[config.mk]
export PLATFORM = sky130hd
export DESIGN_NAME = mem_port_arbiter_flat
export DESIGN_NICKNAME = d
export VERILOG_FILES = /design/src/rtl/mem_port_arbiter_if.sv /design/src/rtl/mem_port_arbiter.sv /design/src/flat_wrapper.sv
export SDC_FILE = /design/constraint.sdc
export NUM_CORES = 1
export LEC_CHECK = 0
export BUFFER_PORTS_ARGS = -buffer_cell sky130_fd_sc_hd__buf_2
export CAP_MARGIN = 30
export CELL_PAD_IN_SITES_DETAIL_PLACEMENT = 1
export CELL_PAD_IN_SITES_GLOBAL_PLACEMENT = 1
export CORE_MARGIN = 1.5
export CORE_UTILIZATION = 42
export CTS_CLUSTER_DIAMETER = 100
export CTS_CLUSTER_SIZE = 25
export DETAILED_ROUTE_END_ITERATION = 12
export PLACE_DENSITY = 0.89
export SYNTH_ARGS = -nofsm -noshare
export SYNTH_HDL_FRONTEND = slang
export SYNTH_SLANG_ARGS = --single-unit
[constraint.sdc]
create_clock -name clk -period 6.6 [get_ports clk]
set_input_delay 1.32 -clock clk [delete_from_list [all_inputs] [get_ports clk]]
set_output_delay 1.32 -clock clk [all_outputs]
set_load 0.03 [all_outputs]
[src/rtl/mem_port_arbiter_if.sv]
// Bundles the fetch, data and byte-wide memory port signals of the memory port arbiter.
// The slave modport is the arbiter's view. The master modport is the view of the
// pipeline stages and the memory.
interface mem_port_arbiter_if #(
  parameter int unsigned ADDR_WIDTH = 17,
  parameter int unsigned LEN        = 32,
  parameter int unsigned BYTE_SIZE  = 8
);
  // Instruction fetch side
  logic                  if_req;
  logic [ADDR_WIDTH-1:0] if_addr;
  logic                  if_done;
  logic [LEN-1:0]        if_inst;

  // Data access side
  logic                  d_req;
  logic                  d_wr;
  logic [1:0]            d_size;
  logic                  d_signed;
  logic [ADDR_WIDTH-1:0] d_addr;
  logic [LEN-1:0]        d_wdata;
  logic                  d_done;
  logic [LEN-1:0]        d_rdata;

  logic                  busy;

  // Byte-wide main memory port
  logic [BYTE_SIZE-1:0]  mem_din;
  logic [ADDR_WIDTH-1:0] mem_addr;
  logic [BYTE_SIZE-1:0]  mem_wdata;
  logic                  mem_wr;

  modport slave (
    input  if_req, if_addr, d_req, d_wr, d_size, d_signed, d_addr, d_wdata, mem_din,
    output if_done, if_inst, d_done, d_rdata, busy, mem_addr, mem_wdata, mem_wr
  );

  modport master (
    output if_req, if_addr, d_req, d_wr, d_size, d_signed, d_addr, d_wdata, mem_din,
    input  if_done, if_inst, d_done, d_rdata, busy, mem_addr, mem_wdata, mem_wr
  );
endinterface

[src/rtl/mem_port_arbiter.sv]
// Shares one byte-wide memory port between instruction fetch and data access.
// The arbiter grants one requester, then moves 1, 2 or 4 bytes serially in little-endian
// order. It returns the assembled word with a one-cycle done pulse.
module mem_port_arbiter #(
  parameter int unsigned ADDR_WIDTH = 17,
  parameter int unsigned LEN        = 32,
  parameter int unsigned BYTE_SIZE  = 8
) (
  input logic                clk,
  input logic                rst,
  mem_port_arbiter_if.slave  bus
);

  typedef enum logic [1:0] {StIdle, StIssue, StTail, StDone} state_e;

  state_e                state_q, state_d;
  logic [1:0]            cnt_q, cnt_d;           // byte index being addressed
  logic [1:0]            last_idx_q, last_idx_d; // index of the final byte (n-1)
  logic                  is_data_q, is_data_d;
  logic                  wr_q, wr_d;
  logic                  signed_q, signed_d;
  logic [1:0]            size_q, size_d;
  logic [ADDR_WIDTH-1:0] addr_q, addr_d;
  logic [LEN-1:0]        wdata_q, wdata_d;
  logic [LEN-1:0]        buf_q, buf_d;           // read bytes gathered so far
  logic [LEN-1:0]        if_inst_q, if_inst_d;
  logic [LEN-1:0]        d_rdata_q, d_rdata_d;
  logic                  last_data_q, last_data_d; // 1: last grant went to data

  logic                  grant_data, grant_if;
  logic [1:0]            cap_idx;
  logic [LEN-1:0]        rd_word, load_ext;

  // Gathering of read bytes and extension of the load result
  always_comb begin
    // The byte on mem_din belongs to the address issued one cycle earlier.
    cap_idx = (state_q == StTail) ? cnt_q : cnt_q - 2'd1;
    rd_word = buf_q;
    rd_word[32'(cap_idx) * BYTE_SIZE +: BYTE_SIZE] = bus.mem_din;
    case (size_q)
      2'd0:    load_ext = {{(LEN - BYTE_SIZE){signed_q & rd_word[BYTE_SIZE-1]}},
                           rd_word[BYTE_SIZE-1:0]};
      2'd1:    load_ext = {{(LEN - 2 * BYTE_SIZE){signed_q & rd_word[2*BYTE_SIZE-1]}},
                           rd_word[2*BYTE_SIZE-1:0]};
      default: load_ext = rd_word;
    endcase
  end

  // Arbitration and next-state logic for the sequencer and the latched fields
  always_comb begin
    state_d     = state_q;
    cnt_d       = cnt_q;
    last_idx_d  = last_idx_q;
    is_data_d   = is_data_q;
    wr_d        = wr_q;
    signed_d    = signed_q;
    size_d      = size_q;
    addr_d      = addr_q;
    wdata_d     = wdata_q;
    buf_d       = buf_q;
    if_inst_d   = if_inst_q;
    d_rdata_d   = d_rdata_q;
    last_data_d = last_data_q;

    // On a conflict the requester that did not win last time is granted.
    grant_data  = bus.d_req && (!bus.if_req || !last_data_q);
    grant_if    = bus.if_req && !grant_data;

    unique case (state_q)
      StIdle: begin
        cnt_d = 2'd0;
        if (grant_data) begin
          state_d     = StIssue;
          is_data_d   = 1'b1;
          wr_d        = bus.d_wr;
          signed_d    = bus.d_signed;
          size_d      = bus.d_size;
          addr_d      = bus.d_addr;
          wdata_d     = bus.d_wdata;
          last_idx_d  = (bus.d_size == 2'd0) ? 2'd0 : (bus.d_size == 2'd1) ? 2'd1 : 2'd3;
          last_data_d = 1'b1;
        end else if (grant_if) begin
          state_d     = StIssue;
          is_data_d   = 1'b0;
          wr_d        = 1'b0;
          signed_d    = 1'b0;
          size_d      = 2'd2;
          addr_d      = bus.if_addr;
          last_idx_d  = 2'd3;
          last_data_d = 1'b0;
        end
      end
      StIssue: begin
        if (!wr_q && cnt_q != 2'd0) begin
          buf_d = rd_word;
        end
        if (cnt_q == last_idx_q) begin
          // Stores finish here. Reads need one more cycle to catch the last byte.
          state_d = wr_q ? StDone : StTail;
        end else begin
          cnt_d = cnt_q + 2'd1;
        end
      end
      StTail: begin
        buf_d   = rd_word;
        state_d = StDone;
        if (is_data_q) begin
          d_rdata_d = load_ext;
        end else begin
          if_inst_d = rd_word;
        end
      end
      StDone: begin
        state_d = StIdle;
        cnt_d   = 2'd0;
      end
      default: state_d = StIdle;
    endcase
  end

  // State and datapath registers, cleared asynchronously
  always_ff @(posedge clk or posedge rst) begin
    if (rst) begin
      state_q     <= StIdle;
      cnt_q       <= 2'd0;
      last_idx_q  <= 2'd0;
      is_data_q   <= 1'b0;
      wr_q        <= 1'b0;
      signed_q    <= 1'b0;
      size_q      <= 2'd0;
      addr_q      <= '0;
      wdata_q     <= '0;
      buf_q       <= '0;
      if_inst_q   <= '0;
      d_rdata_q   <= '0;
      last_data_q <= 1'b0;
    end else begin
      state_q     <= state_d;
      cnt_q       <= cnt_d;
      last_idx_q  <= last_idx_d;
      is_data_q   <= is_data_d;
      wr_q        <= wr_d;
      signed_q    <= signed_d;
      size_q      <= size_d;
      addr_q      <= addr_d;
      wdata_q     <= wdata_d;
      buf_q       <= buf_d;
      if_inst_q   <= if_inst_d;
      d_rdata_q   <= d_rdata_d;
      last_data_q <= last_data_d;
    end
  end

  // Memory port and handshake outputs; the memory port is driven only while issuing
  always_comb begin
    bus.mem_addr  = '0;
    bus.mem_wr    = 1'b0;
    bus.mem_wdata = '0;
    if (state_q == StIssue) begin
      bus.mem_addr = addr_q + ADDR_WIDTH'(cnt_q);
      if (wr_q) begin
        bus.mem_wr    = 1'b1;
        bus.mem_wdata = wdata_q[32'(cnt_q) * BYTE_SIZE +: BYTE_SIZE];
      end
    end
    bus.if_done = (state_q == StDone) && !is_data_q;
    bus.d_done  = (state_q == StDone) && is_data_q;
    bus.busy    = (state_q != StIdle);
    bus.if_inst = if_inst_q;
    bus.d_rdata = d_rdata_q;
  end

endmodule

[src/flat_wrapper.sv]
// flat-port wrapper written by rule: the top's interface ports become plain ports
module mem_port_arbiter_flat 
#(
  parameter int unsigned ADDR_WIDTH = 17,
  parameter int unsigned LEN        = 32,
  parameter int unsigned BYTE_SIZE  = 8
)
  (clk, rst, bus_if_req, bus_if_addr, bus_d_req, bus_d_wr, bus_d_size, bus_d_signed, bus_d_addr, bus_d_wdata, bus_mem_din, bus_if_done, bus_if_inst, bus_d_done, bus_d_rdata, bus_busy, bus_mem_addr, bus_mem_wdata, bus_mem_wr);
  mem_port_arbiter_if #(.ADDR_WIDTH(ADDR_WIDTH), .LEN(LEN), .BYTE_SIZE(BYTE_SIZE)) bus_i ();
  input logic clk;
  input logic rst;
  input wire logic [$bits(bus_i.if_req)-1:0] bus_if_req;
  input wire logic [$bits(bus_i.if_addr)-1:0] bus_if_addr;
  input wire logic [$bits(bus_i.d_req)-1:0] bus_d_req;
  input wire logic [$bits(bus_i.d_wr)-1:0] bus_d_wr;
  input wire logic [$bits(bus_i.d_size)-1:0] bus_d_size;
  input wire logic [$bits(bus_i.d_signed)-1:0] bus_d_signed;
  input wire logic [$bits(bus_i.d_addr)-1:0] bus_d_addr;
  input wire logic [$bits(bus_i.d_wdata)-1:0] bus_d_wdata;
  input wire logic [$bits(bus_i.mem_din)-1:0] bus_mem_din;
  output wire logic [$bits(bus_i.if_done)-1:0] bus_if_done;
  output wire logic [$bits(bus_i.if_inst)-1:0] bus_if_inst;
  output wire logic [$bits(bus_i.d_done)-1:0] bus_d_done;
  output wire logic [$bits(bus_i.d_rdata)-1:0] bus_d_rdata;
  output wire logic [$bits(bus_i.busy)-1:0] bus_busy;
  output wire logic [$bits(bus_i.mem_addr)-1:0] bus_mem_addr;
  output wire logic [$bits(bus_i.mem_wdata)-1:0] bus_mem_wdata;
  output wire logic [$bits(bus_i.mem_wr)-1:0] bus_mem_wr;
  assign bus_i.if_req = bus_if_req;
  assign bus_i.if_addr = bus_if_addr;
  assign bus_i.d_req = bus_d_req;
  assign bus_i.d_wr = bus_d_wr;
  assign bus_i.d_size = bus_d_size;
  assign bus_i.d_signed = bus_d_signed;
  assign bus_i.d_addr = bus_d_addr;
  assign bus_i.d_wdata = bus_d_wdata;
  assign bus_i.mem_din = bus_mem_din;
  assign bus_if_done = bus_i.if_done;
  assign bus_if_inst = bus_i.if_inst;
  assign bus_d_done = bus_i.d_done;
  assign bus_d_rdata = bus_i.d_rdata;
  assign bus_busy = bus_i.busy;
  assign bus_mem_addr = bus_i.mem_addr;
  assign bus_mem_wdata = bus_i.mem_wdata;
  assign bus_mem_wr = bus_i.mem_wr;
  mem_port_arbiter #(.ADDR_WIDTH(ADDR_WIDTH), .LEN(LEN), .BYTE_SIZE(BYTE_SIZE)) u_core (.clk(clk), .rst(rst), .bus(bus_i));
endmodule
==> results of run 1 <==
## stage by stage
stage	std cells	worst slack [ns]	cell area (um2)
CTS	1092	2.13	9370
global placement	1056	2.66	8650
global route	1092	1.97	9370
detailed placement	1060	2.57	8710
floorplan	693	1.07	7610
finish	1092	2.18	9370
## cells by family (layout without fill, tap and decap cells)
| family | count (synthesis) | count (layout) | synth area share, % |
|---|---|---|---|
| simple gates | 192 | 192 | 12.4 |
| flops | 156 | 156 | 51.3 |
| compound gates | 154 | 154 | 13.9 |
| mux | 99 | 99 | 15.1 |
| buf+inv | 69 | 239 | 3.81 |
| xor+xnor | 12 | 12 | 1.48 |
| fa+ha+maj | 11 | 11 | 1.91 |
## worst min-delay path, cell delays in order, from the launching register on
cell and delay [ns]:
dfrtp_1 0.34, nand2_1 0.04, o21ai_0 0.06
## final cells by class
class,instances,area [um2]
clock buffers,21,480
clock inverters,11,180
fillers,2005,8470
inverters,22,87.6
multi-input cells,468,3450
flip-flops and latches,156,3900
well taps,229,287
repair buffers,185,985
## registers in the layout, indices dropped and copies added, names as in the netlist
register and count:
u_core.signed_q 1, u_core.wr_q 1, u_core.bus.if_inst 32, u_core.is_data_q 1
u_core.state_q 2, u_core.addr_q 17, u_core.wdata_q 32, u_core.size_q 2
u_core.cnt_q 2, u_core.last_idx_q 2, u_core.buf_q 32, u_core.bus.d_rdata 32
## worst max-delay path by stage
stage	cells past startpoint	to	slack (ns)	startpoint
6_report	6	bus_mem_addr[16]	2.18	u_core.cnt_q[1]$_DFFE_PP0P_
5_1_grt	6	bus_mem_addr[16]	1.97	u_core.cnt_q[1]$_DFFE_PP0P_
4_1_cts	6	bus_mem_addr[16]	2.13	u_core.cnt_q[1]$_DFFE_PP0P_
3_5_place_dp	10	u_core.bus.d_rdata[24]$_DFFE_PP0P_	2.57	u_core.cnt_q[1]$_DFFE_PP0P_
3_3_place_gp	6	bus_mem_addr[16]	2.66	u_core.cnt_q[1]$_DFFE_PP0P_
2_1_floorplan	1	u_core.addr_q[0]$_DFFE_PP0P_	1.07	rst
## power groups by stage
| stage | Combinational (W) | Clock (W) | Sequential (W) |
|---|---|---|---|
| after CTS | 0.00281 | 0.00111 | 0.00174 |
| after global routing | 0.00304 | 0.00114 | 0.00180 |
| final | 0.00278 | 0.00109 | 0.00174 |
| after global placement | 0.00261 | 0 | 0.00172 |
| after detailed placement | 0.00277 | 0 | 0.00175 |
| after floorplan | 0.00170 | 0 | 0.00200 |
## layer usage
metal,routed length (um),track usage [%],vias up
met5,0,0,-
met4,410,8.60,0
met3,1370,5.59,34
met2,10700,40.8,177
met1,8600,27.5,3001
li1,-,-,2810
## cells in the final DEF (no fill, tap or decap), types with 10 or more instances in the layout
master	n
buf_2	174
dfrtp_1	156
nand2_1	71
o21ai_0	51
mux2_2	49
mux2i_1	42
nor2_1	39
a21oi_1	33
and2_1	24
inv_1	19
o32a_1	17
clkbuf_16	17
nand4_1	12
nand3_1	12
o22a_1	10
ha_1	10
==> impl_metrics.yaml, run 1 <==
route:
  drt_iter0_markers: 231
  via_count: 6022
  wire_per_inst_um: 19.3
  drc: 0
  dr.pass1.iters: 4
  avgViaCountPerCell: 5.51
  routed_wl_mm: 21.1
  postRouteAntennaNets: 0
timing:
  worst_slew_pin_slew_ns: 1.03
  rsz0062_at_grt: "no"
  setup_violations: 0
  whs_ns: 0.471
  min_period_over_period_pct: 67.0
  period_minus_slack_ns: 4.42
  tns_ns: 0
  hold_viol_final: 0
  fmax_mhz: 226
  slew_headroom_pct: 31.3
  slew_viol_final: 0
  finClkSkew_ns: 0.00817
floorplan:
  die_w_um: 138
  die-area_um2: 18900
  row_count: 49
  die-height_um: 138
  coreArea_um2: 17800
  start_util_pct: 42.7
  num_io_pins: 175
synth:
  synthTopCellsByCount: "dfrtp_1, nand2_1, o21ai_0"
  yosysWarningCount: 0
  synth.distinct_cells: 54
  syn_nets: 786
  synth_edf_count: 0
  synthFlopType: "dfrtp_1"
  syn_area_um2: 7610
  synth_most_common_cell: "dfrtp_1"
  yosysSeqAreaShare_pct: 51.3
  synthArstFlopShare_pct: 100
  synthTopCellsByArea: "dfrtp_1, mux2_2, mux2i_1"
  netlist_instances: 693
  ys_ff_latch: 156
  avgSynthCellArea_um2: 11.0
  synth.top_cell.area_share_pct: 51.3
  synth_area_leader_cell: "dfrtp_1"
worst_hold_path:
  hp-start: "u_core.bus.if_inst[6]$_DFFE_PP0P_"
  hold_path_depth: 2
  hp-class: "reg2reg"
  hold_end: "u_core.bus.if_inst[6]$_DFFE_PP0P_"
setup_path:
  r2r_start: "u_core.cnt_q[1]$_DFFE_PP0P_"
  r2r-end: "u_core.bus.d_rdata[24]$_DFFE_PP0P_"
  critPathMaxFanout: 14
  cp_num_buf_inv: 2
  crit_family: "simple AND/OR/NAND/NOR gates"
  slowest_delay_ns: 0.73
  ff2ff_setup_slack_ns: 2.62
  crit_chain: "inv_1 -> fa_1 -> nand3b_1 -> or4_1 -> a21oi_1 -> buf_2"
  worstSetupStartpointType: "flop"
  critPathCaptureType: "output pin"
  r2r_cells: 10
  critPathKind: "reg2out"
  crit_required_ns: 5.28
  worst_path_max_delay_cell: "dfrtp_1"
  critPathArrivalTime_ns: 3.10
clock_tree:
  cts_root_buffer: "clkbuf_16"
  cts_setup_buffers: 0
  tritoncts: "done"
  clk_pin_slew_ns: 0.06
  htreeDepth: 4
  cts_resized: 0
  clockBufferDepth: 2
  cts_made_buffers: 17
  insertion_delay_ns: 0.43
  cts.sinks: 156
  holdBufCountCts: 0
layout:
  antenna_cells: 0
  area_growth_pct: 23.1
  nNetsFinal: 943
  final_util_pct: 52.5
  drive_gt1_share_pct: 33.1
global_routing:
  grt_pass1_vias: 6407
  track_usage_pct: 23.2
  grt_overflow_total: 0
  grt_max_degree: 102
  grt_antenna_before_repair: 0
  grt_pass1_wl_mm: 33.6
place:
  dp_hpwl_mm: 15.0
  io_buffers: 174
  place.gp.congestion: 0.825
power_and_ir_drop:
  switching_power_w: 0.00250
  comb_power_share_pct: 49.5
  power.clock.fraction_pct: 19.4
  cellPowerDensity_nw_per_um2: 599
  p_leak_nw: 4.38
  vdd.ir_drop.worst_mv: 0.270
  power.internal_w: 0.00311
  p_total_w: 0.00561
  swShare_pct: 44.6
  pwr-share-seq_pct: 31.1
run:
  drv_cap: 0
outcome:
  status: "finished clean"
Note: power is estimated with default switching activity, not from simulation.
==> run 2: changes to the inputs <==
--- a/config.mk
+++ b/config.mk
@@ -10,11 +10,11 @@
 export CELL_PAD_IN_SITES_DETAIL_PLACEMENT = 1
 export CELL_PAD_IN_SITES_GLOBAL_PLACEMENT = 1
 export CORE_MARGIN = 1.5
-export CORE_UTILIZATION = 42
+export CORE_UTILIZATION = 38
 export CTS_CLUSTER_DIAMETER = 100
 export CTS_CLUSTER_SIZE = 25
 export DETAILED_ROUTE_END_ITERATION = 12
-export PLACE_DENSITY = 0.89
+export PLACE_DENSITY = 0.85
 export SYNTH_ARGS = -nofsm -noshare
 export SYNTH_HDL_FRONTEND = slang
 export SYNTH_SLANG_ARGS = --single-unit
==> constraint.sdc (replaced) <==
create_clock -name clk -period 3.9 [get_ports clk]
set_input_delay 0.78 -clock clk [delete_from_list [all_inputs] [get_ports clk]]
set_output_delay 0.78 -clock clk [all_outputs]
set_load 0.03 [all_outputs]
==> run 2 against run 1 <==
Net effect: routed wire length shrank 1.2%; worst setup slack lost 1.8 ns; critical path type unchanged; via count barely moved; hold slack improved by 0.0032 ns; combinational power up 71%; sequential power increased by 66%; highest routed layer unchanged.
==> impl_metrics.yaml, run 2 (same netlist as run 1, synthesis figures left out) <==
place:
  place.gp.congestion: 0.747
  dp_hpwl_mm: 15.1
  io_buffers: 174
  dp.cells: 1103
  dpl_worst_slack_ns: 0.415
layout:
  final_cell_mix: "buf_2, dfrtp_1, nand2_1, o21ai_0, mux2_2"
  area_growth_pct: 24.0
  final_common_cell: "buf_2"
  drive_gt1_share_pct: 33.8
  nNetsFinal: 951
  fin_cells: 1138
setup_path:
  worstSetupStartpointType: "flop"
  critPathCaptureType: "output pin"
  crit_required_ns: 3.12
  r2r_start: "u_core.state_q[0]$_DFFE_PP0P_"
  r2r_cells: 10
  crit_chain: "ha_1 -> inv_1 -> fa_1 -> nand3b_1 -> or4_1 -> a21oi_1 -> buf_2"
  cp_num_buf_inv: 2
  critPathKind: "reg2out"
  worst_path_max_delay_cell: "fa_1"
  critPathArrivalTime_ns: 2.78
  cp.depth: 7
  critPathMaxFanout: 7
  slowest_delay_ns: 0.53
  crit_family: "simple AND/OR/NAND/NOR gates"
  crit_start: "u_core.addr_q[0]$_DFFE_PP0P_"
floorplan:
  start_util_pct: 39.0
  die-height_um: 145
  num_io_pins: 175
  die_w_um: 145
  coreArea_um2: 19500
  row_count: 51
  die-area_um2: 20900
route:
  postRouteAntennaNets: 0
  drc: 0
  wire_per_inst_um: 18.3
  drt_iter0_markers: 227
  via_count: 6026
  routed_wl_mm: 20.8
  dr.pass1.iters: 6
  avgViaCountPerCell: 5.30
timing:
  setup_violations: 0
  worst_slew_pin_slew_ns: 1.02
  min_period_over_period_pct: 91.3
  slew_headroom_pct: 32.1
  finClkSkew_ns: 0.00796
  hold_viol_final: 0
  fmax_mhz: 281
  postLayoutSetupSlackWorst_ns: 0.338
  tns_ns: 0
  period_minus_slack_ns: 3.56
  rsz0062_at_grt: "no"
  slew_viol_final: 0
power_and_ir_drop:
  comb_power_share_pct: 50.9
  power.internal_w: 0.00513
  switching_power_w: 0.00420
  power.clock.fraction_pct: 18.1
  p_leak_nw: 4.38
  cellPowerDensity_nw_per_um2: 989
  vdd.ir_drop.worst_mv: 0.419
  swShare_pct: 45.0
  pwr-share-seq_pct: 31.0
clock_tree:
  cts_setup_buffers: 0
  clockBufferDepth: 2
  clk_pin_slew_ns: 0.06
  holdBufCountCts: 0
  cts_root_buffer: "clkbuf_16"
  htreeDepth: 4
  cts_resized: 0
  cts.sinks: 156
  tritoncts: "done"
  insertion_delay_ns: 0.42
  cts_made_buffers: 17
worst_hold_path:
  hold_path_depth: 2
  hp-start: "u_core.bus.if_inst[6]$_DFFE_PP0P_"
  hp-class: "reg2reg"
global_routing:
  grt_pass1_vias: 6320
  grt_overflow_total: 0
  track_usage_pct: 21.0
  grt_antenna_before_repair: 2
  grt_max_degree: 65
  grt_pass1_wl_mm: 33.7
outcome:
  status: "finished clean"
run:
  drv_cap: 0
## run 2: changes by cell type in the layout (fill, tap and decap cells not counted), sizes merged
| cell | previous run | this run |
|---|---|---|
| buf | 185 | 193 |
| bufinv | 4 | 2 |
| clkbuf | 21 | 18 |
| clkinvlp | 3 | 6 |
| diode | 0 | 2 |
| inv | 22 | 24 |
## run 2: worst reg2reg max path: stages, from the launching register on
cell,delay (ns)
dfrtp_1,0.39
inv_1,0.11
ha_1,0.39
xnor2_2,0.45
inv_1,0.14
ha_1,0.35
buf_4,0.18
nor2b_1,0.82
nand3_1,0.26
mux2i_1,0.23
o32a_1,0.16
## run 2: final timing paths
kind	end	slack (ns)
max reg2reg	u_core.bus.d_rdata[27]$_DFFE_PP0P_	0.35
max in group asynchronous	u_core.wdata_q[0]$_DFFE_PP0P_	2.59
max	bus_mem_addr[16]	0.34
min	u_core.bus.if_inst[6]$_DFFE_PP0P_	0.47
min in group asynchronous	u_core.bus.if_inst[18]$_DFFE_PP0P_	0.51
min reg2reg	u_core.bus.if_inst[6]$_DFFE_PP0P_	0.47
## run 2: per-stage QoR
stage | power, W | utilization [%] | instance area, um2 | hold WS [ns]
final | 0.00934 | 48.3 | 9440 | 0.475
after global routing | 0.0100 | 48.3 | 9440 | 0.507
after CTS | 0.00941 | 48.2 | 9410 | 0.481
after detailed placement | 0.00766 | 45.1 | 8810 | 0.465
after global placement | 0.00742 | 45.0 | 8780 | 0.457
after floorplan | 0.00627 | - | 7610 | 0.456
## run 2: power by group through the flow
stage | clock [W] | combinational [W] | sequential (W)
global placement | 0 | 0.00454 | 0.00289
global route | 0.00180 | 0.00521 | 0.00299
CTS | 0.00173 | 0.00476 | 0.00292
finish | 0.00169 | 0.00476 | 0.00289
floorplan | 0 | 0.00289 | 0.00339
detailed placement | 0 | 0.00472 | 0.00294
## run 2: layout make-up
class / instances / area, um2
timing repair buffer: 193 / 1070
inverter: 22 / 86.3
clock inverter: 14 / 159
tap: 265 / 332
multi-input combinational: 468 / 3450
clock buffer: 18 / 439
sequential: 156 / 3900
fill: 2216 / 10100
antenna: 2 / 5.00
## run 2: routing by layer
layer  wire, um  track usage, %  part of all wire, %
met2      10300            35.8                   50
met5          0               0                    0
met3       1370            6.52                  6.6
met1       8850            26.0                   42
met4        270            4.63                  1.3
